--- config.mk ---
export PLATFORM = sky130hd
export DESIGN_NAME = inst_fetch_ctrl
export DESIGN_NICKNAME = d
export VERILOG_FILES = /design/src/rtl/inst_fetch_ctrl.sv
export SDC_FILE = /design/constraint.sdc
export NUM_CORES = 1
export LEC_CHECK = 0
export CORE_MARGIN = 1
export CORE_UTILIZATION = 35
export DETAILED_ROUTE_END_ITERATION = 8
export GPL_TIMING_DRIVEN = 0
export PLACE_DENSITY = 0.7
export REMOVE_ABC_BUFFERS = 1
export SYNTH_ARGS = -nofsm -noshare
export SYNTH_HDL_FRONTEND = slang
export SYNTH_SLANG_ARGS = --single-unit
--- constraint.sdc ---
create_clock -name CLk -period 2.55 [get_ports CLk]
set_input_delay 0.255 -clock CLk [delete_from_list [all_inputs] [get_ports CLk]]
set_output_delay 0.255 -clock CLk [all_outputs]
set_load 0.01 [all_outputs]
--- src/rtl/inst_fetch_ctrl.sv ---
// Instruction-fetch controller: walks the fetch PC, issues line reads,
// buffers each 128-bit line and serves words to decode via valid/ready.
module inst_fetch_ctrl #(
  parameter logic [31:0] RESET_PC    = 32'h0000_0000,
  parameter int          MEM_LATENCY = 1
) (
  input  logic         CLk,
  input  logic         Rst_n,
  input  logic         redirect_valid,
  input  logic [31:0]  redirect_pc,
  input  logic         inst_ready,
  output logic         inst_valid,
  output logic [31:0]  inst,
  output logic [31:0]  inst_pc,
  output logic [31:0]  mem_address,
  input  logic [127:0] mem_instruction,
  output logic [15:0]  fetch_count
);

  localparam logic [1:0]  REQ   = 2'd0;
  localparam logic [1:0]  WAIT  = 2'd1;
  localparam logic [1:0]  SERVE = 2'd2;
  localparam logic [31:0] PC_RST = RESET_PC & ~32'd3;
  localparam logic [2:0]  LAT   = 3'(MEM_LATENCY);

  logic [1:0]   state_q, state_d;
  logic [31:0]  pc_q, pc_d;
  logic [127:0] line_q, line_d;
  logic [2:0]   lat_q, lat_d;
  logic [15:0]  fcnt_q, fcnt_d;
  logic         serve;

  assign serve       = (state_q == SERVE);
  assign inst_valid  = serve;
  assign inst_pc     = pc_q;
  assign mem_address = {4'b0, pc_q[31:4]};
  assign fetch_count = fcnt_q;
  assign inst        = serve ? line_q[{pc_q[3:2], 5'd0} +: 32] : 32'd0;

  always_comb begin
    state_d = state_q;
    pc_d    = pc_q;
    line_d  = line_q;
    lat_d   = lat_q;
    fcnt_d  = fcnt_q;
    // a redirect drops any in-flight read before it can be captured
    if (redirect_valid) begin
      pc_d    = redirect_pc & ~32'd3;
      state_d = REQ;
      lat_d   = 3'd0;
    end else begin
      unique case (1'b1)
        state_q == REQ: begin
          state_d = WAIT;
          lat_d   = LAT;
        end
        state_q == WAIT: begin
          lat_d = lat_q - 3'd1;
          if (lat_q == 3'd1) begin
            line_d  = mem_instruction;
            fcnt_d  = fcnt_q + 16'd1;
            state_d = SERVE;
          end
        end
        state_q == SERVE: begin
          if (inst_ready) begin
            pc_d = pc_q + 32'd4;
            if (pc_q[3:2] == 2'd3) state_d = REQ;
          end
        end
        default: state_d = REQ;
      endcase
    end
  end

  always_ff @(posedge CLk or negedge Rst_n) begin
    if (!Rst_n) begin
      state_q <= REQ;
      pc_q    <= PC_RST;
      line_q  <= '0;
      lat_q   <= '0;
      fcnt_q  <= '0;
    end else begin
      state_q <= state_d;
      pc_q    <= pc_d;
      line_q  <= line_d;
      lat_q   <= lat_d;
      fcnt_q  <= fcnt_d;
    end
  end

endmodule

Yosys cells after proc, flatten, opt, wreduce, memory -nomap -nowiden
Cells that the tools add are included.
- logic and storage cells: 35
- input port bits: 164
- register bits: 181
- output and inout bits: 113
- equality and inequality tests: 7
- muxes and demuxes: 11
- shift operators: 1
- bitwise logic cells: 1
- reduce and logical (&&, ||, !) cells: 7
- add/subtract/negate cells: 3
- operators by type and width (cell ; count):
    32-bit 2-to-1 mux ; 4
    128-bit by 8-bit variable part select with 32-bit output ; 1
    32-bit by 3-bit adder with 32-bit output (second input constant) ; 1
    16-bit by 1-bit adder with 16-bit output (second input constant) ; 1
    2-bit 2-to-1 mux ; 4
    3-bit by 2-bit != test with 1-bit output (second input constant) ; 2
    2-bit one-hot mux with 3 select lines ; 1
    3-bit one-hot mux with 2 select lines ; 1
    3-bit AND reduction ; 2
    2-bit == test (second input constant) ; 2
    2-bit nonzero test ; 2
    3-bit by 1-bit == test with 1-bit output (second input constant) ; 1
    3-bit 2-to-1 mux ; 1
    3-bit != test (second input constant) ; 1
    3-bit nonzero test ; 1
    3-bit by 1-bit subtractor with 3-bit output (second input constant) ; 1
    2-bit by 1-bit == test with 1-bit output (second input constant) ; 1
    2-bit zero test ; 1
    2-bit AND reduction ; 1
    1-bit inverter ; 1

Longest topological paths before layout
- depth in word-level cells: 5
- mapped depth: 10
- depth with buffers taken out: 6

Least setup slack after synthesis
OpenSTA, ideal clock, no wires.
- path type: reg2reg
- start: register pc_q[3] (netlist: inst_pc[3])
- end: register pc_q[28] (netlist: inst_pc[28])
- cell stages (with the launch flop): 7
- setup time: 0.082 ns
- clock period less this slack: 2.011 ns
- required time: 2.468 ns
- buffers on the path: 1
- arrival time: 1.929 ns
- setup slack: 0.539 ns
- path through: dfrtp_1 -> ha_1 -> nand4b_1 -> or4_1 -> clkbuf_1 -> or4_1 -> a31oi_1
- longest elaborated chain between the ends: 4
- RTL lines (item ; line ; text):
    start: declaration ; 27 ; logic [31:0] pc_q, pc_d;
    start signal: assignment ; 85 ; pc_q <= pc_d;
    32-bit by 3-bit adder with 32-bit output ; 67 ; pc_d = pc_q + 32'd4;
    32-bit 2-to-1 mux ; 66 ; if (inst_ready) begin
    32-bit 2-to-1 mux ; 52 ; unique case (1'b1)
    32-bit 2-to-1 mux ; 47 ; if (redirect_valid) begin
No other way between the ends. The select of a mux whose other input is x is not followed.
A chain may end at the register's enable or synchronous reset.

Final worst setup path
- start: register pc_q[2] (netlist: inst_pc[2])
- end: output port inst[28]
- longest elaborated chain between the ends: 2
- RTL lines (item ; line ; text):
    128-bit by 8-bit variable part select with 32-bit output ; 38 ; assign inst = serve ? line_q[{pc_q[3:2], 5'd0} +: 32] : 32'd0;
    32-bit 2-to-1 mux ; 38 ;
    end: declaration ; 13 ; output logic [31:0] inst,
No other way between the ends.

==> metrics.md <==
| Metric | Value |
|---|---|
| Routability cong. | `around 0.77` |
| Status | `complete, no violations` |
| Via density | `between 4 and 5` |
| Top Usage Layer GRT | `met2` |
| Routed vias | `about 7,300` |
| Worst Skew | `0.01389 ns` |
| First-pass GRT wire length | `~39 mm` |
| Cell count after synthesis | `~950` |
| CTS clk-pin slew, worst paths | `about 0.080 ns` |
| Pin count of the biggest net entering global routing | `roughly 110` |
| Fmax | `401.0 MHz` |
| Post-Synth Simple-Gate Area | `0.2733` |
| Ports | `between 200 and 300` |
| Layout Utilization | `0.5081` |
| Nets | `around 1,400` |
| DP HPWL | `16.10 mm` |
| Ys flop type | `dfrtp_1` |
| Kind of critical path | `reg2out` |
| Clk buf depth | `2` |
| CTS root buffer | `clkbuf_16` |
| Met3 usage | `0.06286` |
| Post-Synth XOR/XNOR Area | `0.02506` |
| DR WL/cell | `~16 um` |
| DR pass1 iterations | `4` |
| Area occupied by multi-input gates | `between 3000 and 4000 um2` |
| Yosys reg bits | `179` |
| Max cap viols | `0` |
| DRC viols | `0` |
| Worst Tran Pin Value | `1.271 ns` |
| Synth async-reset ratio | `1.000` |
| Final slew viol count | `0` |
| Initial antenna violation count | `2` |
| GR met1 Demand/Resource | `0.2417` |
| Global Route Usage Sum | `0.1906` |
| H-Tree Depth | `4` |
| DRT antenna net count | `0` |
| Area Growth Syn to Fin | `41.82%` |
| Final setup fails | `0` |
| Reg area | `4488 um2` |
| Pleak | `slightly below 6 nW` |
| Core ar. | `24,390 um2` |
| Most frequent cells in the layout | `417 x nand2_1, 241 x clkdlybuf4s50_1, 176 x dfrtp_1, 32 x mux4_2, 32 x nor2b_1` |
| Synth Area in Adders | `0.005727` |
| Clock Sinks | `179` |
| Mux contribution to synthesized area | `0.08620` |
| Post-synthesis sequential area ratio | `0.5126` |
| Die ar. | `25,600 um2` |
| Final Hold Viols | `0` |
| Syn avg cell area | `around 9.2 um2` |
| Total Wirelength | `approximately 24 mm` |
| Slew headroom | `0.1450` |
| Power Density | `766.8 nW/um2` |
| Row cnt | `57` |
| Filler cells | `around 2,300` |
| Setup TNS | `0 ns` |
| Worst-path maximum fanout | `11` |
| Number of global-route vias before repair | `between 7,000 and 8,000` |
| Min-Delay Path Class | `in2async` |
| Later-pin clock latency in the skew report | `0.43 ns` |
| Main combinational cell family by area after synthesis | `simple AND/OR/NAND/NOR gates` |
| M2 GR Usage | `0.3170` |
| DR iter-0 viols | `between 300 and 400` |
| Share of layout cells above drive strength 1 | `0.09174` |
| Mapped cell area | `8738 um2` |
| EDFF count, synth | `0` |
| Synth warn | `0` |
| Commonest non-fill, non-tap cell in the layout | `nand2_1` |
| Critical Path RT | `roughly 2.3 ns` |
| Crit path capture type | `output port` |
| Worst vdd ir | `0.4185 mV` |
| GRT overflow | `0` |
| Post-synth cell types | `between 40 and 50` |
| TritonCTS Buffers | `17` |
| Complex-gate fraction of the synthesized area | `0.03580` |
| Final Cycle Share | `0.9780` |
| Power after layout | `9.503 mW` |
| Worst setup SP type | `flop` |
| Die width | `about 160 um` |
| Buffers on Ports | `about 270` |
| Chip height | `around 160 um` |
| Initial core utilization | `0.3583` |
| CTS tree | `built` |
| Crit path time final | `between 2 and 2.5 ns` |
| Worst EP arrival | `approximately 2.2 ns` |
==> routing by layer <==
metal	vias up	part of all wire
met5	-	0.00046
met4	2	0.0068
li1	3555	-
met3	13	0.075
met1	3494	0.43
met2	235	0.49
==> Yosys cell counts (all sizes together), types with 3 or more instances <==
| cell type | n | area, um2 |
|---|---|---|
| a21oi | 3 | 15.01 |
| a31oi | 15 | 93.84 |
| buf | 41 | 295.3 |
| clkbuf | 47 | 176.4 |
| dfrtp | 179 | 4479 |
| ha | 4 | 50.05 |
| inv | 15 | 56.30 |
| mux4 | 32 | 720.7 |
| nand2 | 418 | 1569 |
| nand3 | 16 | 97.60 |
| nand4 | 13 | 81.33 |
| nand4b | 3 | 26.28 |
| nor2 | 27 | 101.4 |
| nor2b | 32 | 200.2 |
| nor3 | 13 | 65.06 |
| nor4 | 4 | 25.02 |
| o21ai | 14 | 70.07 |
| o31ai | 10 | 75.07 |
| or3 | 5 | 32.53 |
| or4 | 12 | 93.84 |
| xnor2 | 14 | 122.6 |
| xor2 | 11 | 96.34 |
==> state kept, by name (all words and copies together) (netlist names) <==
signal	cells
inst_pc	30
state_q	2
lat_q	3
fetch_count	16
line_q	128
==> final timing paths <==
| path | start | end | slack (ns) | cells after the start |
|---|---|---|---|---|
| min in group CLk | mem_instruction[65] | line_q[65] | 0.35 | 3 |
| worst min register to register | line_q[78] | line_q[78] | 0.47 | 2 |
| worst max register to register | inst_pc[2] | inst_pc[18] | 0.10 | 7 |
| worst min-delay path | Rst_n | fetch_count[10] | 0.35 | 2 |
| max in group asynchronous | Rst_n | line_q[0] | 1.24 | 3 |
| worst max-delay path | inst_pc[2] | inst[28] | 0.06 | 4 |
==> critical path, cell delays in order (launching register included) <==
cell and delay (ns):
dfrtp_4 0.51, buf_12 0.17, mux4_2 0.50, nor2b_1 0.14
clkdlybuf4s50_1 0.48
==> what timing repair did <==
action,in CTS,in global routing
buffers inserted,3,18
setup endpoints to repair,148,115
gates resized for setup,21,15
gates cloned,1,0
endpoints found under the hold margin,66,0
pin swaps,0,1
hold buffers,1,0
==> layout make-up <==
| type | count | area share |
|---|---|---|
| Antenna cell | 1 | 0.0002019 |
| Clock buffer | 18 | 0.03544 |
| Clock inverter | 14 | 0.01292 |
| Inverter | 16 | 0.004947 |
| Multi-Input combinational cell | 675 | 0.3042 |
| Sequential cell | 179 | 0.3621 |
| Tap cell | 324 | 0.03271 |
| Timing Repair Buffer | 297 | 0.2475 |
==> stage by stage <==
stage	instance area, um2	hold slack, ns	worst slack [ns]	cells
finish	12390	0.3483	0.05598	1524
global route	12390	0.3319	-0.01274	1524
global placement	11370	0.4517	-6.485	1462
detailed placement	11540	0.2414	-1.031	1468
CTS	12230	0.3306	-0.02747	1505
floorplan	8285	-0.04059	-1.065	870
==> cells by family (layout without fill, tap and decap cells) <==
logic type / count (synthesis) / count (layout)
compound gates: 49 / 49
xor+xnor: 25 / 25
fa+ha+maj: 4 / 4
buf+inv: 104 / 345
flops: 179 / 179
mux: 35 / 35
other cells: 1 / 7
simple gates: 556 / 556
==> where the power goes <==
| part | leakage, nW | internal (mW) | switching [mW] |
|---|---|---|---|
| Clock | 0.298 | 1.43 | 1.26 |
| Sequential | 2.23 | 3.81 | 0.588 |
| Combinational | 3.37 | 1.41 | 1.00 |
| Total | 5.90 | 6.65 | 2.85 |
Power figures use the tool's default switching activity.
